`src/rtl/priority_encoder_serializer_pkg.sv`:
```
// -----------------------------------------------------------------------------
// priority_pkg
// Shared definitions for the priority encoder/serializer and the decoder side:
// decode-mode constants, the encoder FSM state type, the mode-to-mask helper
// and a population-count helper.
// Helpers work on a MAX_WIDTH-bit vector; callers truncate/extend to WIDTH.
// -----------------------------------------------------------------------------
package priority_pkg;

    localparam int unsigned MAX_WIDTH = 64;

    localparam logic [1:0] MODE_2X4  = 2'b00;
    localparam logic [1:0] MODE_3X8  = 2'b01;
    localparam logic [1:0] MODE_4X16 = 2'b10;
    localparam logic [1:0] MODE_RSVD = 2'b11;

    typedef enum logic {
        IDLE,
        EMIT
    } enc_state_t;

    // Low 4 bits, low 8 bits, full width, or nothing for the reserved mode.
    function automatic logic [MAX_WIDTH-1:0] mode_mask(input logic [1:0] mode,
                                                       input int unsigned width);
        logic [MAX_WIDTH-1:0] m;
        m = '0;
        case (mode)
            MODE_2X4:  m = MAX_WIDTH'(16'h000F);
            MODE_3X8:  m = MAX_WIDTH'(16'h00FF);
            MODE_4X16: m = (width >= MAX_WIDTH) ? '1
                                                : ((MAX_WIDTH'(1) << width) - MAX_WIDTH'(1));
            default:   m = '0;
        endcase
        return m;
    endfunction

    function automatic logic [7:0] popcount(input logic [MAX_WIDTH-1:0] v);
        logic [MAX_WIDTH-1:0] t;
        logic [7:0]           cnt;
        t   = v;
        cnt = '0;
        for (int unsigned i = 0; i < MAX_WIDTH; i++) begin
            cnt = cnt + 8'(t[0]);
            t   = t >> 1;
        end
        return cnt;
    endfunction

endpackage

```
`src/rtl/priority_encoder_serializer_if.sv`:
```
// -----------------------------------------------------------------------------
// priority_encoder_serializer_if
// Request (in_*) and index (out_*) handshake bundle for the encoder/serializer.
//   slave  : block side  (in_valid/in_en_n/in_mode/in_vec/out_ready in;
//                          in_ready/out_valid/out_idx/out_last/out_count/busy out)
//   master : source/consumer side (mirror of slave)
// Macro PRIORITY_ENCODER_ZERO_REPORT_EN adds out_zero (block -> consumer).
// -----------------------------------------------------------------------------
interface priority_encoder_serializer_if #(
    parameter int unsigned WIDTH = 16
);
    localparam int unsigned IDX_W = $clog2(WIDTH);

    logic             in_valid;
    logic             in_ready;
    logic             in_en_n;
    logic [1:0]       in_mode;
    logic [WIDTH-1:0] in_vec;
    logic             out_valid;
    logic             out_ready;
    logic [IDX_W-1:0] out_idx;
    logic             out_last;
    logic [IDX_W:0]   out_count;
    logic             busy;

`ifdef PRIORITY_ENCODER_ZERO_REPORT_EN
    logic             out_zero;

    modport slave (
        input  in_valid, in_en_n, in_mode, in_vec, out_ready,
        output in_ready, out_valid, out_idx, out_last, out_count, busy, out_zero
    );
    modport master (
        output in_valid, in_en_n, in_mode, in_vec, out_ready,
        input  in_ready, out_valid, out_idx, out_last, out_count, busy, out_zero
    );
`else
    modport slave (
        input  in_valid, in_en_n, in_mode, in_vec, out_ready,
        output in_ready, out_valid, out_idx, out_last, out_count, busy
    );
    modport master (
        output in_valid, in_en_n, in_mode, in_vec, out_ready,
        input  in_ready, out_valid, out_idx, out_last, out_count, busy
    );
`endif

endinterface

```
`src/rtl/priority_encoder_serializer_find_msb.sv`:
```
// -----------------------------------------------------------------------------
// priority_find_msb
// Combinational most-significant-set-bit finder.
//   vec : input vector
//   idx : index of the highest set bit (0 when vec is zero)
//   any : vec has at least one bit set
// -----------------------------------------------------------------------------
module priority_find_msb #(
    parameter int unsigned WIDTH = 16
) (
    input  logic [WIDTH-1:0]         vec,
    output logic [$clog2(WIDTH)-1:0] idx,
    output logic                     any
);
    localparam int unsigned IDX_W = $clog2(WIDTH);

    logic [WIDTH-1:0] scan;

    // Ascending scan: the last hit wins, leaving the highest set index.
    always_comb begin
        idx  = '0;
        scan = vec;
        for (int unsigned i = 0; i < WIDTH; i++) begin
            if (scan[0]) idx = IDX_W'(i);
            scan = scan >> 1;
        end
    end

    assign any = |vec;

endmodule

```
`src/rtl/priority_encoder_serializer.sv`:
```
// -----------------------------------------------------------------------------
// priority_encoder_serializer
// Accepts a multi-hot request vector, masks it to the selected decode width and
// emits the index of every set bit, highest first, one per output handshake.
//   clk, rst_n : clock, asynchronous active-low reset
//   bus        : priority_encoder_serializer_if.slave
//                in_valid/in_ready/in_en_n/in_mode/in_vec   request side
//                out_valid/out_ready/out_idx/out_last/out_count  index side
//                busy                                        state != IDLE
// Macro PRIORITY_ENCODER_ZERO_REPORT_EN: an accepted, enabled, empty vector
// yields one beat (idx 0, last 1, count 0) flagged on bus.out_zero.
// -----------------------------------------------------------------------------
module priority_encoder_serializer
    import priority_pkg::*;
#(
    parameter int unsigned WIDTH = 16
) (
    input  logic clk,
    input  logic rst_n,
    priority_encoder_serializer_if.slave bus
);
    localparam int unsigned IDX_W = $clog2(WIDTH);

    enc_state_t           state, state_nxt;
    logic [WIDTH-1:0]     pending;
    logic [IDX_W:0]       count_q;
    logic [MAX_WIDTH-1:0] mask_full;
    logic [WIDTH-1:0]     masked;
    logic [IDX_W-1:0]     msb_idx;
    logic                 msb_any;
    logic                 accept;
    logic                 capture;
    logic                 beat;
    logic                 last;

    priority_find_msb #(.WIDTH(WIDTH)) u_find_msb (
        .vec (pending),
        .idx (msb_idx),
        .any (msb_any)
    );

    assign mask_full = mode_mask(bus.in_mode, WIDTH);
    assign masked    = bus.in_vec & mask_full[WIDTH-1:0];
    assign accept    = (state == IDLE) && bus.in_valid;
    assign beat      = (state == EMIT) && bus.out_ready;
    // An empty pending (zero-report beat) also counts as the final beat.
    assign last      = !msb_any || ((pending & (pending - WIDTH'(1))) == '0);

`ifdef PRIORITY_ENCODER_ZERO_REPORT_EN
    logic zero_q;
    assign capture      = accept && !bus.in_en_n;
    assign bus.out_zero = (state == EMIT) && zero_q;
`else
    assign capture      = accept && !bus.in_en_n && (masked != '0);
`endif

    always_ff @(posedge clk or negedge rst_n) begin
        if (!rst_n) state <= IDLE;
        else        state <= state_nxt;
    end

    always_comb begin
        state_nxt = state;
        case (state)
            IDLE:    if (capture)      state_nxt = EMIT;
            EMIT:    if (beat && last) state_nxt = IDLE;
            default: state_nxt = IDLE;
        endcase
    end

    always_ff @(posedge clk or negedge rst_n) begin
        if (!rst_n) begin
            pending <= '0;
            count_q <= '0;
        end else if (capture) begin
            pending <= masked;
            count_q <= (IDX_W+1)'(popcount(MAX_WIDTH'(masked)));
        end else if (beat) begin
            pending <= pending & ~(WIDTH'(1) << msb_idx);
        end
    end

`ifdef PRIORITY_ENCODER_ZERO_REPORT_EN
    always_ff @(posedge clk or negedge rst_n) begin
        if (!rst_n)              zero_q <= 1'b0;
        else if (capture)        zero_q <= (masked == '0);
        else if (beat && last)   zero_q <= 1'b0;
    end
`endif

    assign bus.in_ready  = (state == IDLE);
    assign bus.out_valid = (state == EMIT);
    assign bus.busy      = (state != IDLE);
    assign bus.out_idx   = msb_idx;
    assign bus.out_last  = (state == EMIT) && last;
    assign bus.out_count = count_q;

endmodule

```
`src/flat_wrapper.sv`:
```
// flat-port wrapper written by rule: the top's interface ports become plain ports
module priority_encoder_serializer_flat import priority_pkg::*;
#(
    parameter int unsigned WIDTH = 16
)
  (clk, rst_n, bus_in_valid, bus_in_en_n, bus_in_mode, bus_in_vec, bus_out_ready, bus_in_ready, bus_out_valid, bus_out_idx, bus_out_last, bus_out_count, bus_busy);
  priority_encoder_serializer_if #(.WIDTH(WIDTH)) bus_i ();
  input  logic clk;
  input  logic rst_n;
  input wire logic [$bits(bus_i.in_valid)-1:0] bus_in_valid;
  input wire logic [$bits(bus_i.in_en_n)-1:0] bus_in_en_n;
  input wire logic [$bits(bus_i.in_mode)-1:0] bus_in_mode;
  input wire logic [$bits(bus_i.in_vec)-1:0] bus_in_vec;
  input wire logic [$bits(bus_i.out_ready)-1:0] bus_out_ready;
  output wire logic [$bits(bus_i.in_ready)-1:0] bus_in_ready;
  output wire logic [$bits(bus_i.out_valid)-1:0] bus_out_valid;
  output wire logic [$bits(bus_i.out_idx)-1:0] bus_out_idx;
  output wire logic [$bits(bus_i.out_last)-1:0] bus_out_last;
  output wire logic [$bits(bus_i.out_count)-1:0] bus_out_count;
  output wire logic [$bits(bus_i.busy)-1:0] bus_busy;
  assign bus_i.in_valid = bus_in_valid;
  assign bus_i.in_en_n = bus_in_en_n;
  assign bus_i.in_mode = bus_in_mode;
  assign bus_i.in_vec = bus_in_vec;
  assign bus_i.out_ready = bus_out_ready;
  assign bus_in_ready = bus_i.in_ready;
  assign bus_out_valid = bus_i.out_valid;
  assign bus_out_idx = bus_i.out_idx;
  assign bus_out_last = bus_i.out_last;
  assign bus_out_count = bus_i.out_count;
  assign bus_busy = bus_i.busy;
  priority_encoder_serializer #(.WIDTH(WIDTH)) u_core (.clk(clk), .rst_n(rst_n), .bus(bus_i));
endmodule
```
`config.mk`:
```
export PLATFORM = sky130hd
export DESIGN_NAME = priority_encoder_serializer_flat
export DESIGN_NICKNAME = d
export VERILOG_FILES = /design/src/rtl/priority_encoder_serializer_pkg.sv /design/src/rtl/priority_encoder_serializer_if.sv /design/src/rtl/priority_encoder_serializer_find_msb.sv /design/src/rtl/priority_encoder_serializer.sv /design/src/flat_wrapper.sv
export SDC_FILE = /design/constraint.sdc
export NUM_CORES = 1
export LEC_CHECK = 0
export ABC_CLOCK_PERIOD_IN_PS = 3820
export CAP_MARGIN = 10
export CORE_MARGIN = 4
export CORE_UTILIZATION = 40
export DETAILED_ROUTE_END_ITERATION = 10
export GPL_ROUTABILITY_DRIVEN = 0
export GPL_TIMING_DRIVEN = 0
export HOLD_SLACK_MARGIN = 0.12
export SKIP_CTS_REPAIR_TIMING = 1
export SLEW_MARGIN = 20
export SYNTH_ARGS = -nofsm -noshare
export SYNTH_HDL_FRONTEND = slang
export SYNTH_SLANG_ARGS = --single-unit
export TNS_END_PERCENT = 20
```
`constraint.sdc`:
```
create_clock -name clk -period 3.82 [get_ports clk]
set_input_delay 0.573 -clock clk [delete_from_list [all_inputs] [get_ports clk]]
set_output_delay 0.573 -clock clk [all_outputs]
set_load 0.02 [all_outputs]
```
==> key figures, run 1 <==
Synth
  • Largest family of logic cells by synthesized area: simple AND/OR/NAND/NOR gates
  • Largest cells by area after synthesis: dfrtp_1, fa_1, ha_1
  • Async SR Flop Fraction: 1.00
  • Most frequent cell after synthesis: inv_1
  • Yosys top cell by area: dfrtp_1
  • Mean Syn Cell Area: 8.79 µm²
  • Simple-gate area share of the yosys netlist: 0.210
  • Post-Syn Instances: 210
  • Compound-gate portion of the synthesized area: 0.206
  • Yosys cell types: 47
  • Post-synth EDFFs: 0
  • Ys Warns: 0
  • #FFs+latches synth: 22
  • Post-synth top area share: 0.298
  • XOR/XNOR share of the synthesized area: 0.00949
  • Mux cell area share after synthesis: 0.0318
  • Mapped cell area: 0.00185 mm²
  • Sequential fraction of the synthesis area: 0.298
  • Post-synthesis adder-cell area fraction: 0.169
  • Syn_nets: 252
  • Synth cell count leaders: inv_1, dfrtp_1, nand2_1, o21ai_0, nor2_1
  • Primary FF master, synth: dfrtp_1

Global routing
  • GRT overflow: 0
  • GRT Overall Usage: 0.163
  • Initial antenna violation count: 0
  • Largest net degree at the start of global routing: 23
  • Vias in the first global route: 1673
  • Global-route wire length before repair: 7850 µm

Cells and area
  • Post-route design area: ~0.0024 mm²
  • Reg area: 551 µm²
  • Diode count: 0
  • Final Util: 0.554
  • Footprint of the multi-input gates: 0.00124 mm²
  • Fraction of layout cells with a size suffix above 1: 0.190
  • Fin nets: 295
  • Layout area overhead: 32.5%
  • # fillers: 416
  • Final non-filler cell total: around 300

Worst setup path
  • Crit path buf inv count: 5
  • Worst Path Arrival: 4.46 ns
  • Critical path's most frequent cell: fa_1
  • Worst path slowest cell: fa_1
  • CP delay by family, top: adder cells
  • Max incr delay on CP: approximately 0.57 ns
  • CP max FO: 4
  • Critical Path Sink Type: register
  • Worst path cell trace: buf_8 -> ha_4 -> nand2b_4 -> inv_4 -> ha_4 -> inv_2 -> fa_1 -> fa_1 -> fa_1 -> inv_2 -> fa_1 -> fa_2 -> inv_2 -> fa_2 -> nor2b_1 -> o21ai_1 -> o21ai_1
  • Setup crit start kind: primary input
  • Crit path kind: primary input to register
  • CP required: around 4 ns

Clock tree
  • CTS Buffer Depth: 2
  • CTS tree: done
  • H-tree levels: 1
  • Worst-Skew Late Latency: approximately 0.26 ns
  • Clock transition at path regs: 0.08 ns
  • Root Driver: clkbuf_8
  • Clk sink count: 22
  • Cts bufs inserted: 3

Status
  • Failing checks: setup timing
  • Outcome: finished, violations left

Floorplan
  • DIE AREA: roughly 0.0058 mm²
  • Initial Util: 0.418
  • Core area: approximately 0.0044 mm²
  • Die height: around 76 µm
  • Ports: 36
  • Row cnt: 24
  • Die width: 75.9 µm

Pwr
  • Pwr dens: 683 mW/mm²
  • Sw frac: 0.456
  • Reg power frac: 0.257
  • Power share of the clock group: 0.099
  • Leak Pwr: 1.11 nW
  • Switching Power: 0.762 mW
  • Total power: about 1.7 mW
  • Combinational power share: 0.643
  • Worst IR drop on VDD: ~0.27 mV
  • Pint: just over 0.9 mW

Routing
  • Post-DRT Antenna Nets: 0
  • 1st-pass router iterations: 4
  • DR DRC count: 0
  • Routed wire length: 4490 µm
  • Vias/cell: about 5.3
  • DRT iter0 DRCs: 128
  • Met2 Routed Length: 2170 µm
  • Vias: 1602
  • Met3 routed WL: between 200 and 250 µm
  • Met1 wire length: 2050 µm
  • Uppermost layer routed: met4
  • Routed len/inst: 14.8 µm

Timing
  • Achievable Freq: 234 MHz
  • Period utilization: 1.12
  • Final WS setup: -0.453 ns
  • Setup-failing EPs final: 5
  • Fin crit period: 4.27 ns
  • Hold Vio Cnt, Final: 0
  • RSZ-0062 raised after global routing: yes
  • Count of pins over their slew limit: 0
  • Clk_skew: 0.00132 ns
  • Slew @ Worst Pin: 0.586 ns
  • Max transition margin: 0.606

Placed design
  • Port Buf Inserts: 35
  • Dpl cells: 297
  • Detail Placement HPWL: between 3000 and 4000 µm
  • Post-DP Area: 0.00232 mm²

Job
  • Max-cap violations: 0

Min path
  • Min-delay worst type: primary input to asynchronous set/reset pin
[layer usage]
metal / vias up / GRT usage
met1: 740 / 0.224
li1: 806 / -
met3: 6 / 0.0178
met5: - / 0
met2: 50 / 0.272
met4: 0 / 0.0427
[kinds of logic after synthesis]
kind of cell | after synthesis
compound gates | 56
xor+xnor | 2
fa+ha+maj | 19
buf+inv | 31
flops | 22
mux | 5
simple gates | 75
[per-stage QoR]
step / setup slack [ns] / hold WS (ns) / TNS [ns]
6_report: -0.453 / 0.271 / -1.88
5_1_grt: -0.614 / 0.304 / -2.68
4_1_cts: -0.761 / 0.496 / -3.49
3_5_place_dp: -1.05 / 0.477 / -4.89
3_3_place_gp: -1.02 / 0.467 / -4.81
2_1_floorplan: -0.192 / 0.277 / -0.726
[final timing paths]
path                                    startpoint  cells after the start  slack (ns)                      end
max                                 bus_in_mode[1]                     17       -0.45  u_core.bus.out_count[4]
min                                          rst_n                      1        0.27          u_core.bus.busy
max in group asynchronous                    rst_n                      1        3.21        u_core.pending[2]
min reg2reg                u_core.bus.out_count[4]                      2        0.50  u_core.bus.out_count[4]
min in group clk           u_core.bus.out_count[4]                      2        0.50  u_core.bus.out_count[4]
max reg2reg                     u_core.pending[11]                      6        1.60        u_core.pending[5]
[area by class of cell]
cell class	instances	share of cell area
buffer	6	0.0225
clock buffer	4	0.0225
inverter	25	0.0394
multi-input combinational	157	0.508
sequential	22	0.225
tap	52	0.0266
timing repair buffer	38	0.156
[state kept, by name, indices dropped and copies added, names as in the netlist]
name,flops
u_core.pending,16
u_core.bus.busy,1
u_core.bus.out_count,5
[power groups by stage]
stage	Clock [mW]	Combinational [mW]	Sequential [mW]
2_1_floorplan	0	0.676	0.429
3_3_place_gp	0	1.05	0.429
3_5_place_dp	0	1.05	0.432
4_1_cts	0.170	1.05	0.429
5_1_grt	0.180	1.20	0.450
6_report	0.166	1.07	0.430
[layout by cell type, fill, tap and decap left out, drive strengths merged, types with 5 or more instances in the layout]
| cell | n |
|---|---|
| o211ai | 9 |
| nand2 | 22 |
| a21oi | 7 |
| fa | 10 |
| nor2b | 6 |
| nand2b | 5 |
| clkdlybuf4s50 | 30 |
| ha | 9 |
| nor2 | 21 |
| clkbuf | 6 |
| buf | 10 |
| inv | 25 |
| dfrtp | 22 |
| o21ai | 22 |
Note: power is estimated with default switching activity, not from simulation.
==> inputs of run 2 (changes only) <==
--- a/config.mk
+++ b/config.mk
@@ -10,6 +10,7 @@
 export CORE_MARGIN = 4
 export CORE_UTILIZATION = 40
 export DETAILED_ROUTE_END_ITERATION = 10
+export DONT_BUFFER_PORTS = 1
 export GPL_ROUTABILITY_DRIVEN = 0
 export GPL_TIMING_DRIVEN = 0
 export HOLD_SLACK_MARGIN = 0.12
==> key figures, run 2 (same netlist as run 1, synthesis figures left out) <==
Min path
  • Hold path cells: 2
  • Min-Delay Endpoint: u_core.pending[4]
  • Min-delay worst type: primary input to register (was primary input to asynchronous set/reset pin)
  • Hold path start: bus_in_vec[4]

Cells and area
  • Post-route design area: 0.00208 mm² (was 0.00245 mm²)
  • Fraction of layout cells with a size suffix above 1: 0.167 (was 0.190)
  • Top reg by flops: u_core.pending (unchanged)
  • Commonest cells after routing, fill and taps aside: inv_1, dfrtp_1, nand2_1, nor2_1, o21ai_0 (was clkdlybuf4s50_1, dfrtp_1, nand2_1, inv_1, nor2_1)
  • Layout area overhead: 12.5% (was 32.5%)
  • Max reg flops: 16 (unchanged)
  • Final non-filler cell total: 268 (was 304)
  • Fin nets: 259 (was 295)
  • Final Util: 0.471 (was 0.554)
  • Diode count: 0 (unchanged)
  • Commonest non-fill, non-tap cell in the layout: inv_1 (was clkdlybuf4s50_1)

Placed design
  • Detail Placement HPWL: 3610 µm (was 3770 µm)
  • Port Buf Inserts: 0 (was 35)
  • Dpl cells: 262 (was 297)
  • Post-DP Area: 0.00197 mm² (was 0.00232 mm²)

Timing
  • Max transition margin: 0.569 (was 0.606)
  • Setup-failing EPs final: 4 (was 5)
  • Achievable Freq: 254 MHz (was 234 MHz)
  • Period utilization: 1.03 (was 1.12)
  • Fin crit period: 3.94 ns (was 4.27 ns)
  • Final WS setup: -0.119 ns (was -0.453 ns)
  • Slew @ Worst Pin: 0.640 ns (was 0.586 ns)
  • Setup TNS: -0.403 ns (was -1.88 ns)
  • RSZ-0062 raised after global routing: yes (unchanged)
  • Hold Worst Slack: 0.458 ns (was 0.271 ns)
  • Hold Vio Cnt, Final: 0 (unchanged)
  • Clk_skew: 0.00320 ns (was 0.00132 ns)
  • Count of pins over their slew limit: 0 (unchanged)

Global routing
  • GRT overflow: 0 (unchanged)
  • Largest net degree at the start of global routing: 23 (unchanged)
  • Initial antenna violation count: 0 (unchanged)
  • GRT Overall Usage: 0.156 (was 0.163)
  • Global-route wire length before repair: 7270 µm (was 7850 µm)
  • Vias in the first global route: 1509 (was 1673)

Worst setup path
  • Max incr delay on CP: 0.50 ns (was 0.57 ns)
  • Worst path cell trace: ha_4 -> nand2b_4 -> inv_1 -> ha_1 -> inv_1 -> fa_1 -> fa_1 -> fa_1 -> inv_1 -> fa_1 -> fa_2 -> a21o_1 -> a21oi_2 -> xor2_1 -> o21ai_0 (was buf_8 -> ha_4 -> nand2b_4 -> inv_4 -> ha_4 -> inv_2 -> fa_1 -> fa_1 -> fa_1 -> inv_2 -> fa_1 -> fa_2 -> inv_2 -> fa_2 -> nor2b_1 -> o21ai_1 -> o21ai_1)
  • Setup crit start kind: primary input (unchanged)
  • Critical path's most frequent cell: fa_1 (unchanged)
  • CP required: 3.98 ns (was 4.01 ns)
  • Worst path slowest cell: fa_1 (unchanged)
  • CP max FO: 4 (unchanged)
  • Critical Path Sink Type: register (unchanged)
  • Crit path kind: primary input to register (unchanged)
  • R2R cell count: 6 (unchanged)
  • Reg2reg end: u_core.pending[5] (unchanged)
  • Worst Path Arrival: 4.10 ns (was 4.46 ns)
  • Worst R2R Setup Slack: 1.58 ns (was 1.60 ns)
  • RR Startpoint: u_core.pending[11] (unchanged)

Pwr
  • Pwr dens: 726 mW/mm² (was 683 mW/mm²)
  • Worst IR drop on VDD: 0.225 mV (was 0.271 mV)
  • Leak Pwr: 0.950 nW (was 1.11 nW)

Routing
  • Routed wire length: 4240 µm (was 4490 µm)
  • DRT iter0 DRCs: 97 (was 128)
  • Vias: 1477 (was 1602)
  • Routed len/inst: 15.8 µm (was 14.8 µm)
  • 1st-pass router iterations: 4 (unchanged)
  • DR DRC count: 0 (unchanged)
  • Vias/cell: 5.51 (was 5.27)
  • Post-DRT Antenna Nets: 0 (unchanged)

Clock tree
  • Clock transition at path regs: 0.08 ns (about the same)
  • Cts bufs inserted: 3 (unchanged)
  • H-tree levels: 1 (unchanged)
  • Clk sink count: 22 (unchanged)
  • CTS tree: done (unchanged)
  • Root Driver: clkbuf_8 (unchanged)
  • CTS Buffer Depth: 2 (unchanged)
  • Worst-Skew Late Latency: 0.27 ns (was 0.26 ns)

Floorplan
  • Die height: 75.9 µm (unchanged)
  • Die width: 75.9 µm (unchanged)
  • DIE AREA: 0.00577 mm² (unchanged)
  • Initial Util: 0.418 (unchanged)
  • Row cnt: 24 (unchanged)
  • Ports: 36 (unchanged)
  • Core area: 0.00441 mm² (unchanged)

Status
  • Outcome: finished, violations left (unchanged)
  • Failing checks: setup timing (unchanged)

Job
  • Max-cap violations: 0 (unchanged)
## run 2: through the flow
step	total power, mW	worst slack (ns)
after floorplan	1.11	-0.192
after global placement	1.28	-0.381
after detailed placement	1.29	-0.422
after CTS	1.51	-0.132
after global routing	1.65	-0.236
final	1.51	-0.119
## run 2: worst max-delay path: cells and delay by family
family | cells | cell delay, ns
xor+xnor | 1 | 0.16
fa+ha+maj | 7 | 2.70
simple gates | 1 | 0.13
buf+inv | 3 | 0.13
compound gates | 3 | 0.40
## run 2: layout make-up
class | count | area, µm²
fill | 426 | 2340
clock inverter | 1 | 30.0
inverter | 25 | 93.8
multi-input combinational | 157 | 1210
tap | 52 | 65.1
buffer | 6 | 55.1
sequential | 22 | 551
clock buffer | 3 | 41.3
timing repair buffer | 2 | 30.0
## run 2: power breakdown
group / internal, mW / total, mW / leakage (nW) / switching (mW)
logic: 0.331 / 0.827 / 0.626 / 0.495
registers: 0.311 / 0.463 / 0.289 / 0.152
clock network: 0.140 / 0.219 / 0.0357 / 0.0791
## run 2: routing by layer
layer / vias up / share of wire / GRT usage
li1: 731 / - / -
met1: 701 / 0.48 / 0.228
met2: 40 / 0.45 / 0.228
met3: 5 / 0.054 / 0.0273
met4: 0 / 0.018 / 0.0587
met5: - / 0 / 0
## run 2: worst max-delay path by stage
stage / start / to / slack (ns) / cells after the start
final: bus_in_mode[0] / u_core.bus.out_count[3] / -0.12 / 15
after global routing: bus_in_mode[0] / u_core.bus.out_count[3] / -0.24 / 15
after CTS: bus_in_mode[0] / u_core.bus.out_count[4] / -0.13 / 16
after detailed placement: bus_in_mode[0] / u_core.bus.out_count[3] / -0.42 / 15
after global placement: bus_in_mode[0] / u_core.bus.out_count[3] / -0.38 / 15
after floorplan: bus_in_mode[0] / u_core.bus.out_count[1] / -0.19 / 14
